[src/rtl/ir_key_event.sv]
// NEC frame -> key press/repeat/release events, queued for the display/control logic.
// Optional IR_ADDR_FILTER_EN drops good frames whose address differs from DEV_ADDR.

// Generic synchronous FIFO with count-based full/empty flags.
// Latency: a write is visible on rd_vld the next cycle; rd_dat comes straight from storage.
// Backpressure: wr_rdy low only when full and no read this cycle; a full FIFO accepts a write alongside a read.
module ir_key_fifo #(
  parameter int WIDTH = 8,
  parameter int DEPTH = 4
) (
  input  logic             clk,
  input  logic             reset,
  input  logic             wr_vld,
  input  logic [WIDTH-1:0] wr_dat,
  output logic             wr_rdy,
  output logic             rd_vld,
  input  logic             rd_rdy,
  output logic [WIDTH-1:0] rd_dat
);
  localparam int AW = $clog2(DEPTH);
  localparam logic [AW-1:0] PTR_ONE = AW'(1);
  localparam logic [AW:0]   CNT_ONE = (AW+1)'(1);
  localparam logic [AW:0]   CNT_FULL = (AW+1)'(DEPTH);

  logic [WIDTH-1:0] mem [DEPTH];
  logic [AW-1:0]    wr_ptr;
  logic [AW-1:0]    rd_ptr;
  logic [AW:0]      count;
  logic             wr_en;
  logic             rd_en;

  assign rd_vld = (count != '0);
  assign wr_rdy = (count != CNT_FULL) | rd_rdy;
  assign wr_en  = wr_vld & wr_rdy;
  assign rd_en  = rd_vld & rd_rdy;
  assign rd_dat = mem[rd_ptr];

  always_ff @(posedge clk) begin
    if (wr_en) begin
      mem[wr_ptr] <= wr_dat;
    end
  end

  always_ff @(posedge clk) begin
    if (reset) begin
      wr_ptr <= '0;
      rd_ptr <= '0;
      count  <= '0;
    end else begin
      if (wr_en) wr_ptr <= wr_ptr + PTR_ONE;
      if (rd_en) rd_ptr <= rd_ptr + PTR_ONE;
      case ({wr_en, rd_en})
        2'b10:   count <= count + CNT_ONE;
        2'b01:   count <= count - CNT_ONE;
        default: count <= count;
      endcase
    end
  end
endmodule

// Turns decoded NEC frames and repeat strobes into key events (macro: IR_ADDR_FILTER_EN).
// Latency: frame_valid/repeat_valid -> key_valid is one cycle.
// Backpressure: key_ready stalls the event FIFO; events arriving while it is full are dropped and flag overflow.
module ir_key_event #(
  parameter int         FIFO_DEPTH   = 4,
  parameter int         HOLD_TIMEOUT = 1400,
  parameter logic [7:0] DEV_ADDR     = 8'h00
) (
  input  logic        clk,
  input  logic        reset,
  input  logic        frame_valid,
  input  logic [31:0] frame,
  input  logic        repeat_valid,
  output logic        key_valid,
  input  logic        key_ready,
  output logic [7:0]  key_code,
  output logic [1:0]  key_kind,
  output logic        held,
  output logic        overflow,
  output logic [7:0]  err_count
);
  localparam logic [1:0] KIND_PRESS   = 2'b00;
  localparam logic [1:0] KIND_REPEAT  = 2'b01;
  localparam logic [1:0] KIND_RELEASE = 2'b10;
  localparam int TW = $clog2(HOLD_TIMEOUT + 1);
  localparam logic [TW-1:0] TIMER_LAST = TW'(HOLD_TIMEOUT - 1);
  localparam logic [TW-1:0] TIMER_ONE  = TW'(1);

  typedef enum logic [1:0] {IDLE, HELD, SWITCH} state_t;

  state_t        state, state_nxt;
  logic [7:0]    cur_cmd, cur_nxt;
  logic [7:0]    pend_cmd, pend_nxt;
  logic [TW-1:0] timer, timer_nxt;
  logic          frame_good;
  logic          addr_ok;
  logic          frame_ok;
  logic          rep_ok;
  logic          push_vld;
  logic          push_rdy;
  logic [7:0]    push_code;
  logic [1:0]    push_kind;
  logic [9:0]    head_dat;

  assign frame_good = ((frame[31:24] ^ frame[23:16]) == 8'hFF) &&
                      ((frame[15:8]  ^ frame[7:0])   == 8'hFF);

`ifdef IR_ADDR_FILTER_EN
  assign addr_ok = (frame[31:24] == DEV_ADDR);
`else
  logic unused_dev_addr;
  assign addr_ok = 1'b1;
  assign unused_dev_addr = ^DEV_ADDR;
`endif

  // A frame strobe always masks a simultaneous repeat strobe.
  assign frame_ok = frame_valid & frame_good & addr_ok;
  assign rep_ok   = repeat_valid & ~frame_valid;

  always_ff @(posedge clk) begin
    if (reset) begin
      state    <= IDLE;
      cur_cmd  <= 8'h00;
      pend_cmd <= 8'h00;
      timer    <= '0;
    end else begin
      state    <= state_nxt;
      cur_cmd  <= cur_nxt;
      pend_cmd <= pend_nxt;
      timer    <= timer_nxt;
    end
  end

  always_comb begin
    state_nxt = state;
    cur_nxt   = cur_cmd;
    pend_nxt  = pend_cmd;
    timer_nxt = timer;
    push_vld  = 1'b0;
    push_code = cur_cmd;
    push_kind = KIND_PRESS;
    case (state)
      IDLE: begin
        if (frame_ok) begin
          push_vld  = 1'b1;
          push_code = frame[15:8];
          cur_nxt   = frame[15:8];
          timer_nxt = '0;
          state_nxt = HELD;
        end
      end
      HELD: begin
        if (frame_ok && frame[15:8] == cur_cmd) begin
          push_vld  = 1'b1;
          push_kind = KIND_REPEAT;
          timer_nxt = '0;
        end else if (frame_ok) begin
          push_vld  = 1'b1;
          push_kind = KIND_RELEASE;
          pend_nxt  = frame[15:8];
          state_nxt = SWITCH;
        end else if (rep_ok) begin
          push_vld  = 1'b1;
          push_kind = KIND_REPEAT;
          timer_nxt = '0;
        end else if (timer == TIMER_LAST) begin
          push_vld  = 1'b1;
          push_kind = KIND_RELEASE;
          state_nxt = IDLE;
        end else begin
          timer_nxt = timer + TIMER_ONE;
        end
      end
      SWITCH: begin
        push_vld  = 1'b1;
        push_code = pend_cmd;
        cur_nxt   = pend_cmd;
        timer_nxt = '0;
        state_nxt = HELD;
      end
      default: state_nxt = IDLE;
    endcase
  end

  always_ff @(posedge clk) begin
    if (reset) begin
      err_count <= 8'h00;
      overflow  <= 1'b0;
    end else begin
      if (frame_valid && !frame_good && err_count != 8'hFF) begin
        err_count <= err_count + 8'd1;
      end
      if (push_vld && !push_rdy) begin
        overflow <= 1'b1;
      end
    end
  end

  ir_key_fifo #(
    .WIDTH (10),
    .DEPTH (FIFO_DEPTH)
  ) u_fifo (
    .clk    (clk),
    .reset  (reset),
    .wr_vld (push_vld),
    .wr_dat ({push_code, push_kind}),
    .wr_rdy (push_rdy),
    .rd_vld (key_valid),
    .rd_rdy (key_ready),
    .rd_dat (head_dat)
  );

  // Head storage is not reset, so present zeros whenever nothing is queued.
  assign key_code = key_valid ? head_dat[9:2] : 8'h00;
  assign key_kind = key_valid ? head_dat[1:0] : 2'b00;
  assign held     = (state == HELD);
endmodule

[config.mk]
export PLATFORM = sky130hd
export DESIGN_NAME = ir_key_event
export DESIGN_NICKNAME = d
export VERILOG_FILES = /design/src/rtl/ir_key_event.sv
export SDC_FILE = /design/constraint.sdc
export NUM_CORES = 1
export LEC_CHECK = 0
export CAP_MARGIN = 15
export CORE_MARGIN = 2
export CORE_UTILIZATION = 50
export CTS_CLUSTER_SIZE = 16
export DETAILED_ROUTE_END_ITERATION = 10
export GPL_ROUTABILITY_DRIVEN = 0
export PLACE_DENSITY = 0.73
export SLEW_MARGIN = 20
export SYNTH_ARGS = -nofsm -noshare
export SYNTH_HDL_FRONTEND = slang
export SYNTH_SLANG_ARGS = --single-unit
[constraint.sdc]
create_clock -name clk -period 3.85 [get_ports clk]
set_input_delay 0.77 -clock clk [delete_from_list [all_inputs] [get_ports clk]]
set_output_delay 0.77 -clock clk [all_outputs]
set_load 0.005 [all_outputs]
==> results of run 1 <==
-- kinds of logic (layout without fill, tap and decap cells) --
| kind of cell | count (synthesis) | count (layout) | synth area share |
|---|---|---|---|
| muxes | 23 | 23 | 0.08275 |
| buffers and inverters | 35 | 100 | 0.03281 |
| AOI/OAI and AO/OA | 74 | 74 | 0.1321 |
| DFF | 87 | 87 | 0.4971 |
| and+or+nand+nor | 126 | 126 | 0.1632 |
| xor gates and xnor gates | 33 | 33 | 0.06707 |
| adders and majority gates | 8 | 8 | 0.02497 |
-- power by group through the flow --
| stage | registers [W] | clock network [W] | logic, W |
|---|---|---|---|
| final | 0.000962 | 0.000576 | 0.000109 |
| after global routing | 0.000963 | 0.000639 | 0.000121 |
| after CTS | 0.000962 | 0.000591 | 0.000110 |
| after detailed placement | 0.000983 | 0 | 0.000110 |
| after global placement | 0.000983 | 0 | 0.000108 |
| after floorplan | 0.000983 | 0 | 0.0000489 |
-- registers in the layout (all words and copies together) (netlist names), named ones only --
name	count
cur_cmd	8
err_count	8
overflow	1
pend_cmd	8
state	2
timer	11
u_fifo.count	3
u_fifo.mem	40
u_fifo.rd_ptr	2
u_fifo.wr_ptr	2
-- per-stage QoR --
stage / power, W / hold slack [ns] / utilization / setup slack [ns] / instances
global route: 0.001722 / 0.4833 / 0.6240 / 0.3571 / 556
detailed placement: 0.001093 / 0.4457 / 0.6030 / 0.2441 / 540
CTS: 0.001663 / 0.4652 / 0.6240 / 0.6112 / 556
finish: 0.001648 / 0.4593 / 0.6240 / 0.5839 / 556
global placement: 0.001092 / 0.4386 / 0.6030 / 0.3218 / 540
floorplan: 0.001032 / 0.4421 / - / 0.7688 / 386
-- routing by layer --
layer | up-vias | wire length, um
met5 | - | 0
met4 | 0 | 160
met3 | 14 | 513
met2 | 104 | 4304
met1 | 1530 | 4126
li1 | 1554 | -
-- Yosys cell counts, drive strengths merged (4+ instances only) --
master    n  area [um2]
a21oi     9       45.04
a22oi    24       180.2
and2     15       93.84
buf       5       28.78
clkbuf   12       45.04
dfxtp    47       940.9
edfxtp   40        1201
ha        7       87.58
inv      17       63.81
mux2i    12       120.1
mux4     10       225.2
nand2    17       63.81
nand3    16       80.08
nand4     8       56.30
nor2     34       127.6
nor3      4       25.02
nor4     10       102.6
o211ai    4       45.05
o21ai    12       60.06
o221ai    4       60.06
o2bb2ai   8       70.07
or4       4       30.03
xnor2    28       245.2
xor2      5       43.79
-- cell type report --
type	count	share of cell area
tap	105	0.02537
inverter	18	0.01305
sequential	87	0.4136
clock inverter	6	0.008939
timing repair buffer	66	0.1232
multi-input combinational	264	0.3912
clock buffer	10	0.02464
-- final timing paths --
kind              cells after the start              end  slack, ns
hold / removal                        2         overflow       0.46
setup reg to reg                     13  u_fifo.count[2]       0.96
setup / recovery                     13  u_fifo.count[2]       0.58
hold reg to reg                       2         overflow       0.46
-- critical path: stages --
cell and delay, ns:
clkdlybuf4s50_1 0.61, xnor2_1 0.15, nor4_2 0.36, nand4_2 0.24, nor3_2 0.22, o21ba_2 0.19, inv_1 0.05, ha_1 0.20
inv_1 0.07, fa_1 0.18, xor2_1 0.07, or3_1 0.30, a21oi_1 0.14
==> results_dict.tcl, run 1 <==
set metrics [dict create \
    setup_viol 0 \
    clockBufferDepth 2 \
    num_antenna_cells 0 \
    grt_pass1_wl_mm 15.49 \
    worstHoldPathType "reg2reg" \
    synth-seq-cells 87 \
    firstDrtPassIters 5 \
    max-slew-margin-rel 0.4908 \
    cts_resized 0 \
    drv_slew 0 \
    cts.sinks 87 \
    busiest_layer "met2" \
    async_flop_share 0 \
    die_h_um 96.84 \
    worstMarginPinSlew_ns 0.7603 \
    avgRoutedWirePerCell_um 16.38 \
    cts_tree "built" \
    path_max_fanout 6 \
    rsz0062_at_grt "no" \
    fillCellCount 678 \
    max_freq_mhz 306.2 \
    drcViolationCount 0 \
    fp.dieArea_um2 9377 \
    postRouteAntennaNets 0 \
    synth-seq-area-share 0.4971 \
    antenna_found_initial 0 \
    cts_hold_buf 0 \
    cts_buffers 9 \
    hpwl_mm 6.543 \
    coreArea_um2 8299 \
    grt_max_degree 30 \
    setup-tns-final_ns 0 \
    p_int_w 0.001258 \
    synth_area_per_cell_um2 11.16 \
    numPortBuffers 57 \
    p_comb_frac 0.066 \
    synthCells 386 \
    p_sw_w 0.0003903 \
    start_kind "primary input" \
    p_leak_nw 1.680 \
    gr-usage-met3 0.05275 \
    via_per_inst 5.759 \
    p_sw_frac 0.2368 \
    grt_pass1_vias 3129 \
    design_area_um2 5179 \
    final_common_cell "clkdlybuf4s50_1" \
    clk_latency_ns 0.36 \
    clk_pin_slew_ns 0.09 \
    grtUsageMet1 0.2656 \
    drt_iter0_markers 144 \
    area_growth_pct 20.18 \
    grtUsageTotal 0.2064 \
    crit_type "in2reg" \
    synth_nets 431 \
    htreeDepth 3 \
    synth_area_um2 4309 \
    synth.distinct_cells 54 \
    cp.required_ns 4.14 \
    drv_cap 0 \
    seqPwrFrac 0.584 \
    place_area_um2 5005 \
    synth_edf_count 40 \
    most-common-layout-cells "clkdlybuf4s50_1 (57), dfxtp_1 (47), edfxtp_1 (40)" \
    io_pins 58 \
    yosysWarnings 0 \
    timing.final.crit_share 0.8483 \
    hold_viol 0 \
    hp-start "overflow" \
    wl_mm 9.105 \
    finalClockSkew_ns 0.01464 \
    drive_above_1_share 0.1197 \
    layout_min_cycle_time_ns 3.266 \
    arrival_ns 3.56 \
    die_w_um 96.84 \
    r2r-start "timer[0]" \
    endpoint_kind "flop" \
    ir_drop_uv 164.2 \
    startpoint "frame[13]" \
    cts_setup_buffers 0 \
    use_met2 0.3397 \
    synthFlopType "dfxtp_1" \
    vias 3202 \
    root_buffer "clkbuf_8" \
    status "completed" \
    rows 33 \
    overflow 0 \
    p_clk_frac 0.350 \
    seqCellArea_um2 2142 \
    final_nets 491 \
    p_per_area_nw_per_um2 318.2 \
    initial_utilization 0.5192 \
    multi_input_area_um2 2026 \
]
Note: power is estimated with default switching activity, not from simulation.
==> inputs of run 2 (changes only) <==
==> constraint.sdc (replaced) <==
create_clock -name clk -period 3.2 [get_ports clk]
set_input_delay 0.64 -clock clk [delete_from_list [all_inputs] [get_ports clk]]
set_output_delay 0.64 -clock clk [all_outputs]
set_load 0.005 [all_outputs]
==> run 2 against run 1 <==
Compared with the run above: global-route usage rose by 0.40 points; sequential share of layout area shrank 1.6 points; sequential power up 21%; first-iteration DRC count rose by 25%; core utilization grew 2.5 points; register-to-register slack lost 0.67 ns; sequential cell count unchanged; non-clock buffer count rose by 18; combinational power is 28% higher; critical path depth did not move; via count up 3.0%; power is 28% higher; critical path type unchanged.
==> results_dict.tcl, run 2 (synthesis results as in run 1) <==
set metrics [dict create \
    top_register "u_fifo.mem" \
    rsz0062_at_grt "no" \
    crit_top_cell "inv_1" \
    drv_cap 0 \
    clk_latency_ns 0.36 \
    p_leak_nw 1.831 \
    place_area_um2 5177 \
    timing.final.crit_share 0.9078 \
    ff2ff_path_depth 13 \
    cts_setup_buffers 0 \
    firstDrtPassIters 4 \
    grtUsageTotal 0.2104 \
    setup_viol 0 \
    drive_above_1_share 0.1557 \
    startpoint "frame[13]" \
    fp.dieArea_um2 9377 \
    cts.sinks 87 \
    die_h_um 96.84 \
    num_antenna_cells 0 \
    start_kind "primary input" \
    cp_cell_sequence "clkdlybuf4s50_1 > xnor2_1 > nor4_2 > nand4_2 > nor3_2 > o21ba_2 > inv_1 > ha_1 > inv_1 > fa_1 > xor2_1 > or3_1 > a21oi_1" \
    slowest_stage "clkdlybuf4s50_1" \
    endpoint_kind "flop" \
    final_util 0.6492 \
    path_max_fanout 2 \
    initial_utilization 0.5192 \
    vias 3299 \
    htreeDepth 3 \
    antenna_found_initial 0 \
    root_buffer "clkbuf_8" \
    postRouteAntennaNets 0 \
    worstMarginPinSlew_ns 1.015 \
    area_growth_pct 25.03 \
    total_power_w 0.002104 \
    most-common-layout-cells "clkdlybuf4s50_1 (57), dfxtp_1 (47), edfxtp_1 (40)" \
    die_w_um 96.84 \
    clk_pin_slew_ns 0.11 \
    r2r-start "timer[0]" \
    drv_slew 0 \
    cp.required_ns 3.47 \
    arrival_ns 3.18 \
    max_freq_mhz 344.2 \
    grt_pass1_wl_mm 16.11 \
    whs_path_depth 2 \
    final_common_cell "clkdlybuf4s50_1" \
    largest_reg_flops 40 \
    coreArea_um2 8299 \
    avgRoutedWirePerCell_um 16.63 \
    p_per_area_nw_per_um2 390.5 \
    max-slew-margin-rel 0.3179 \
    hp-start "overflow" \
    hpwl_mm 6.988 \
    cts_tree "built" \
    grt_max_degree 30 \
    design_area_um2 5388 \
    numPortBuffers 57 \
    via_per_inst 5.747 \
    status "completed" \
    crit_type "in2reg" \
    cts_buffers 9 \
    drt_iter0_markers 180 \
    drcViolationCount 0 \
    overflow 0 \
    grt_pass1_vias 3248 \
    finalClockSkew_ns 0.01916 \
    setup-tns-final_ns 0 \
    hold-worst-slack_ns 0.4575 \
    clockBufferDepth 2 \
    rows 33 \
    wl_mm 9.545 \
    cts_hold_buf 0 \
    layout_min_cycle_time_ns 2.905 \
    reg.largest.list "u_fifo.mem x40, timer x11" \
    final_nets 509 \
    ir_drop_uv 239.4 \
    worstHoldPathType "reg2reg" \
    io_pins 58 \
    cpPeakStageDelay_ns 0.49 \
    hold_viol 0 \
    cts_resized 0 \
]
[run 2: cell count changes in the layout (fill, tap and decap cells not counted)]
cell | before | now
clkinv_2 | 1 | 0
buf_4 | 9 | 24
buf_12 | 0 | 3
clkinvlp_4 | 2 | 1
bufinv_16 | 0 | 1
clkbuf_1 | 1 | 0
inv_8 | 0 | 2
[run 2: worst paths after layout]
kind / endpoint / slack (ns)
worst max-delay path: u_fifo.count[2] / 0.29
worst min-delay path: overflow / 0.46
worst max register to register: u_fifo.count[2] / 0.29
worst min register to register: overflow / 0.46
[run 2: layout make-up]
type	count	area (um2)
Fill cell	664	2912
Sequential cell	87	2142
Multi-Input combinational cell	264	2026
Timing Repair Buffer	84	810.8
Tap cell	105	131.4
Clock buffer	9	123.9
Clock inverter	7	86.33
Inverter	18	67.56
[run 2: critical path, delay by kind of cell]
| kind | cells | cell delay (ns) |
|---|---|---|
| AO/OA/AOI/OAI | 2 | 0.35 |
| XOR/XNOR | 2 | 0.26 |
| adder cells (fa/ha/maj) | 2 | 0.35 |
| buffers and inverters | 3 | 0.61 |
| AND/OR/NAND/NOR | 4 | 0.96 |
[run 2: metrics by stage]
stage,cells,setup WS (ns)
5_1_grt,574,0.1154
2_1_floorplan,386,0.2488
6_report,574,0.2950
3_3_place_gp,558,0.01940
4_1_cts,574,0.3059
3_5_place_dp,558,-0.05255
[run 2: power breakdown]
group	internal (W)	switching (W)
combinational	0.0000791	0.0000609
clock	0.000379	0.000427
sequential	0.00115	0.00000412
total	0.00161	0.000492
[run 2: routing by layer]
| metal | GRT usage | part of all wire |
|---|---|---|
| met1 | 0.2760 | 0.44 |
| met2 | 0.3579 | 0.49 |
| met3 | 0.03685 | 0.051 |
| met4 | 0.06176 | 0.012 |
| met5 | 0 | 0 |
